**config.mk**
```make
export PLATFORM = sky130hd
export DESIGN_NAME = mult_div_unit
export DESIGN_NICKNAME = d
export VERILOG_FILES = /design/src/rtl/mult_div_unit.sv
export SDC_FILE = /design/constraint.sdc
export NUM_CORES = 1
export LEC_CHECK = 0
export ABC_AREA = 1
export CORE_UTILIZATION = 47
export DETAILED_ROUTE_END_ITERATION = 7
export PLACE_DENSITY = 0.72
export SLEW_MARGIN = 20
export SYNTH_ARGS = -nofsm -noshare
export SYNTH_HDL_FRONTEND = slang
export SYNTH_SLANG_ARGS = --single-unit
```
**constraint.sdc**
```tcl
create_clock -name clock -period 6.65 [get_ports clock]
set_clock_uncertainty 0.15 [all_clocks]
set_input_delay 0.665 -clock clock [delete_from_list [all_inputs] [get_ports clock]]
set_output_delay 0.665 -clock clock [all_outputs]
set_load 0.05 [all_outputs]
```
**src/rtl/mult_div_unit.sv**
```systemverilog
// mult_div_unit: 32-cycle iterative MULT/MULTU/DIV/DIVU producing HI/LO.
// Signed ops run on magnitudes; the sign fixup is folded into the RUN-to-DONE register write.
module mult_div_unit (
    input  logic        clock,
    input  logic        reset_n,
    input  logic        start,
    input  logic [1:0]  op,
    input  logic [31:0] operand_a,
    input  logic [31:0] operand_b,
    output logic        busy,
    output logic        has_div_w,
    output logic [31:0] reg_hi_w,
    output logic [31:0] reg_lo_w
);
    typedef enum logic [1:0] {IDLE, RUN, DONE} state_t;
    state_t state, state_nx;
    logic [1:0] op_q;
    logic [31:0] a_q, b_q, ma, mb, ia, ib, q_m, r_m;
    logic [64:0] acc, acc_nx;
    logic [32:0] sum, shl, diff;
    logic [63:0] prod, res;
    logic [5:0] cnt;
    logic sgn, neg_q, neg_r;
    always_comb begin
        ia = (~op[0] & operand_a[31]) ? -operand_a : operand_a;
        ib = (~op[0] & operand_b[31]) ? -operand_b : operand_b;
        sgn = ~op_q[0];
        ma = (sgn & a_q[31]) ? -a_q : a_q;
        mb = (sgn & b_q[31]) ? -b_q : b_q;
        neg_q = sgn & (a_q[31] ^ b_q[31]);
        neg_r = sgn & a_q[31];
        // multiply: upper 33 bits accumulate, lower 32 bits hold the shifting multiplier
        sum = acc[64:32] + (acc[0] ? {1'b0, ma} : 33'd0);
        // divide: upper 33 bits are the partial remainder, lower 32 bits shift dividend out / quotient in
        shl = {acc[63:32], acc[31]};
        diff = shl - {1'b0, mb};
        acc_nx = op_q[1] ? (diff[32] ? {shl, acc[30:0], 1'b0} : {diff, acc[30:0], 1'b1})
                         : {1'b0, sum, acc[31:1]};
        prod = acc_nx[63:0];
        q_m = acc_nx[31:0];
        r_m = acc_nx[63:32];
        res = !op_q[1] ? (neg_q ? -prod : prod) :
              (b_q == 32'd0) ? {a_q, 32'hFFFF_FFFF} :
              {neg_r ? -r_m : r_m, neg_q ? -q_m : q_m};
        state_nx = state == RUN ? (cnt == 6'd31 ? DONE : RUN) : (start ? RUN : IDLE);
        busy = state == RUN;
        has_div_w = state == DONE;
    end
    always_ff @(posedge clock or negedge reset_n) begin
        if (!reset_n) begin
            state <= IDLE;
            op_q <= 2'd0;
            a_q <= 32'd0;
            b_q <= 32'd0;
            acc <= 65'd0;
            cnt <= 6'd0;
            reg_hi_w <= 32'd0;
            reg_lo_w <= 32'd0;
        end else begin
            state <= state_nx;
            if (state != RUN && start) begin
                op_q <= op;
                a_q <= operand_a;
                b_q <= operand_b;
                acc <= {33'd0, op[1] ? ia : ib};
                cnt <= 6'd0;
            end else if (state == RUN) begin
                acc <= acc_nx;
                cnt <= cnt + 6'd1;
                if (cnt == 6'd31) begin
                    reg_hi_w <= res[63:32];
                    reg_lo_w <= res[31:0];
                end
            end
        end
    end
endmodule

```
# --- After elaboration in Yosys (flattened, before gate mapping) ---
# Index checks and enable logic that the tools add are counted.
word_totals:
  out_inout_bits: 66
  reg_bits: 203
  in_bits: 69
op_classes:
  n_addsub: 10
  eq_ne: 4
  n_mux: 20
  bitwise: 9
  reduce_logical: 4
ops:
  columns: ["op", "n"]
  rows:
  - ["two-way mux 65 bit", 4]
  - ["two-way mux 32 bit", 8]
  - ["two-way mux 64 bit", 3]
  - ["negator 32 bit", 6]
  - ["negator 64 bit", 1]
  - ["adder 33 x 32 -> 33 bit", 1]
  - ["subtractor 33 x 32 -> 33 bit", 1]
  - ["logical NOT 32 bit", 1]
  - ["two-way mux 6 bit", 2]
  - ["adder 6 x 1 -> 6 bit (second input constant)", 1]
  - ["== test 6 x 5 -> 1 bit (second input constant)", 1]
  - ["bitwise AND 1 bit", 5]
  - ["two-way mux 2 bit", 2]
  - ["inverter 1 bit", 3]
  - ["AND reduction 3 bit", 1]
  - ["== test 2 x 1 -> 1 bit (second input constant)", 1]
  - ["== test 2 bit (second input constant)", 1]
  - ["!= test 2 x 1 -> 1 bit (second input constant)", 1]
  - ["nonzero test 2 bit", 1]
  - ["logical AND 1 bit", 1]
  - ["two-way mux 1 bit", 1]
  - ["XOR 1 bit", 1]

# --- Longest topological paths before layout ---
depth:
  ltp_word: 10
  ltp_mapped: 46

# --- Least setup slack after synthesis ---
# Ideal clock, no wire load.
synth_path:
  kind: "register to register"
  from: "reg b_q[1]"
  to: "reg reg_hi_w[20]"
  t_required_ps: 6382
  stages_incl_launch_ff: 43
  setup_slack_ps: 865
  path_buffers: 0
  period_less_slack_ps: 5785
  setup_ps: 118
  arrival_ps: 5518
  path_cell_list: "dfrtp_1 > nor3_1 > nand2_1 > o31ai_1 > nand2_1 > a21oi_1 > o21ai_0 > a21oi_1 > o21ai_0 > a21oi_1 > xor2_1 > ha_1 > a21oi_1 > nor2_1 > nor2_1 > nand2_1 > a21oi_1 > nand2_1 > [... 7 more ...] > inv_1 > nor2_2 > nand4_2 > nor2_2 > nand2_2 > nor2_4 > nand3_2 > nor2_4 > nand3_2 > clkinv_1 > nand2_2 > nand2_2 > o21ai_1 > or2_0 > nand3_1 > nand2_1 > nand2_1 > nand2_1"
synth_via:
  elab_chain_len: 9
synth_lines:
  columns: ["item", "line_no", "text"]
  rows:
  - ["from (decl)", "18", "logic [31:0] a_q, b_q, ma, mb, ia, ib, q_m, r_m;"]
  - ["from (signal assigned)", "64", "b_q <= operand_b;"]
  - ["negator 32 bit", "29", "mb = (sgn & b_q[31]) ? -b_q : b_q;"]
  - ["two-way mux 32 bit", "29", null]
  - ["subtractor 33 x 32 -> 33 bit", "36", "diff = shl - {1'b0, mb};"]
  - ["two-way mux 65 bit (2 in a row)", "37", "acc_nx = op_q[1] ? (diff[32] ? {shl, acc[30:0], 1'b0} : {diff, acc[30:0], 1'b1})"]
  - ["negator 32 bit", "44", "{neg_r ? -r_m : r_m, neg_q ? -q_m : q_m};"]
  - ["two-way mux 32 bit", "44", null]
  - ["two-way mux 64 bit", "43", "(b_q == 32'd0) ? {a_q, 32'hFFFF_FFFF} :"]
  - ["two-way mux 64 bit *", "42", "res = !op_q[1] ? (neg_q ? -prod : prod) :"]
  - ["to (signal assigned)", "71", "reg_hi_w <= res[63:32];"]
  - ["to (decl)", "12", "output logic [31:0] reg_hi_w,"]
# Mark *: on every way between the ends. The rest lies on a longest branch, timed or not.
# A chain may end at the register's enable or synchronous reset.

# --- Worst setup path in the final report ---
layout_path:
  from: "reg b_q[1]"
  to: "reg reg_hi_w[2]"
# The elaborated chain is that of the path after synthesis.

==> flow_summary_export.csv <==
group,metric,value,unit
status,status,"finished, violations left",
status,violations,"negative hold slack",
timing,whs,-0.0473,ns
place,placed_cells,3960,
critical_path,cpPeakStageDelay,0.40,ns
yosys,syn_area_per_cell,6.01,um^2
critical_path,path_delay_family,"simple AND/OR/NAND/NOR gates",
routing,wl_per_cell,20.1,um
yosys,syn_inst,3353,
routing,via_count,22796,
cts,clock_latency,0.58,ns
place,gp_congestion,1.03,
layout,drive_above_1_share,0.0684,
cts,ctsHoldBuffers,0,
global_route,grt_pass1_vias,20969,
global_route,grt_max_degree,115,
floorplanning,fp.dieW,209,um
yosys,synth_nets,3496,
routing,wl,80900,um
yosys,seq_area_frac_synth,0.252,
global_route,grt_usage,0.364,
critical_path,cp_data_arrival_time,6.74,ns
timing,finalHoldViolations,11,
routing,via_per_inst,5.67,
floorplanning,num_io_pins,135,
cts,cts_tree,"yes",
critical_path,cp_num_buf_inv,6,
timing,setup_viol,0,
min_path,hold_class,"input pin to asynchronous set/reset pin",
critical_path,start_kind,"flip-flop",
timing,slew_violations,0,
floorplanning,die_area,0.0437,mm^2
yosys,yosysWarnings,0,
place,hpwlAfterDp,64300,um
critical_path,worstSetupPathType,"flip-flop to flip-flop",
global_route,grt_pass1_wl,122000,um
floorplanning,chipHeight,209,um
critical_path,cp_max_fo,5,
place,dpl_cell_area,0.0221,mm^2
layout,synthToLayoutAreaGrowth,15.6,%
floorplanning,rows,75,
floorplanning,initial_core_util,0.479,
cts,cts_buffers,25,
critical_path,cp_slowest_cell,"dfrtp_1",
critical_path,rrSetupSlack,0.21,ns
yosys,syn-cell-area,0.0202,mm^2
global_route,antenna_found_initial,2,
cts,cts.path.max_buffers,3,
cts,cts.sinks,203,
layout,final_nets,3605,
cts,cts_max_level,1,
job,maxCapViolCount,0,
place,portBuffers,134,
global_route,grt.overflow.total,0,
routing,drtPass1Iterations,6,
yosys,synth_edf_count,0,
yosys,ys_ff_latch,203,
routing,drc_errors,0,
yosys,ys.flop_type,"dfrtp_1",
floorplanning,core,0.0421,mm^2
yosys,synth_cell_types,60,
timing,finalCritPeriodShare,0.969,
routing,first_iter_violations,2258,
yosys,async_flop_share,1.00,
timing,fin_setup_tns,0,ns
routing,final_antenna_net_count,0,
timing,worstMarginPinSlew,1.14,ns
critical_path,crit_path_end_kind,"flip-flop",
critical_path,cpMostUsedCell,"nor2_4",
timing,period_minus_slack,6.44,ns
timing,slew_headroom,0.239,
cts,clk_pin_slew,0.07,ns
cts,clockRootBuffer,"clkbuf_16",
layout,finish.instance_area,0.0233,mm^2
timing,fmax,0.155,GHz
critical_path,crit_required,6.95,ns
layout,fin_cells,4022,
==> final timing paths <==
| kind | startpoint | to | depth (start not counted) |
|---|---|---|---|
| max | b_q[1]$_DFFE_PN0P_ | reg_hi_w[2]$_DFFE_PN0P_ | 40 |
| min | reset_n | acc[59]$_DFFE_PN0P_ | 1 |
| max reg2reg | b_q[1]$_DFFE_PN0P_ | reg_hi_w[2]$_DFFE_PN0P_ | 40 |
| min reg2reg | reg_hi_w[27]$_DFFE_PN0P_ | reg_hi_w[27]$_DFFE_PN0P_ | 2 |
| max in group asynchronous | reset_n | reg_hi_w[28]$_DFFE_PN0P_ | 2 |
| min in group clock | reg_hi_w[27]$_DFFE_PN0P_ | reg_hi_w[27]$_DFFE_PN0P_ | 2 |
==> placed cells by master (no fill, tap or decap), types with 11 or more instances in the layout <==
cell	instances
nand2_1	965
inv_1	527
nor2_1	279
o21ai_0	265
nand3_1	219
dfrtp_1	202
a21oi_1	173
clkdlybuf4s50_1	133
ha_1	69
nor3_1	63
xor2_1	58
buf_4	55
o22ai_1	43
o21ai_1	38
nand4_1	31
clkbuf_16	25
o221ai_1	24
o211ai_1	20
o21ai_2	20
inv_2	17
xnor2_1	17
a2bb2oi_1	16
o21a_1	15
nand2_2	14
o21bai_1	14
nor2_2	12
nor4_1	11
nor3_2	11
==> sequential cells by signal, indices dropped and copies added (netlist names) <==
register and cells:
reg_hi_w 32, reg_lo_w 32, a_q 32, state 2, cnt 6, op_q 2, b_q 32, acc 65
==> per-layer routing <==
| metal | routed length [um] | global-route usage |
|---|---|---|
| met1 | 33200 | 0.467 |
| met2 | 36500 | 0.593 |
| met3 | 6200 | 0.0475 |
| met4 | 5040 | 0.197 |
| met5 | 0 | 0 |
==> synth_stat cells, types with 18 or more instances <==
master,n,area share
xnor2_1,18,0.0078
nor2_1,291,0.054
o21ai_1,38,0.0094
o21ai_2,18,0.0078
o211ai_1,20,0.0074
xor2_1,58,0.025
o21ai_0,269,0.067
o22ai_1,43,0.013
nand2_1,977,0.18
nand4_1,31,0.0096
o221ai_1,24,0.010
dfrtp_1,203,0.25
nand3_1,220,0.055
inv_1,532,0.099
a21oi_1,181,0.045
ha_1,72,0.045
nor3_1,69,0.017
clkbuf_1,80,0.015
==> through the flow <==
step,hold slack [ns],utilization,worst slack [ns]
final,-0.0473,0.553,0.206
after global routing,0.0483,0.553,-0.118
after CTS,0.0115,0.544,0.0281
after detailed placement,0.314,0.524,0.00142
after global placement,0.313,0.524,0.0748
after floorplan,0.219,-,0.865
==> logic make-up after synthesis <==
| logic type | after synthesis | synth area share |
|---|---|---|
| XOR/XNOR | 76 | 0.0330 |
| flip-flops | 203 | 0.252 |
| adder cells (fa/ha/maj) | 74 | 0.0467 |
| AO/OA/AOI/OAI | 674 | 0.193 |
| AND/OR/NAND/NOR | 1666 | 0.348 |
| buffers and inverters | 660 | 0.128 |
==> final cells by class <==
class	instances	area (um^2)
clock buffer	33	686
fill	4324	18800
sequential	203	5080
clock inverter	13	151
tap	539	674
antenna	2	5.00
multi-input combinational	2490	12800
timing repair buffer	194	1830
inverter	548	2060
==> what timing repair did <==
item / 4_1_cts / 5_1_grt
pin swaps: 0 / 32
endpoints found under the setup margin: 2 / 43
setup buffers: 1 / 13
gates resized for setup: 0 / 81
Power is left out: the tool's default activity adds up to more than one toggle a clock period on the data nets, which glitch-free logic cannot reach.
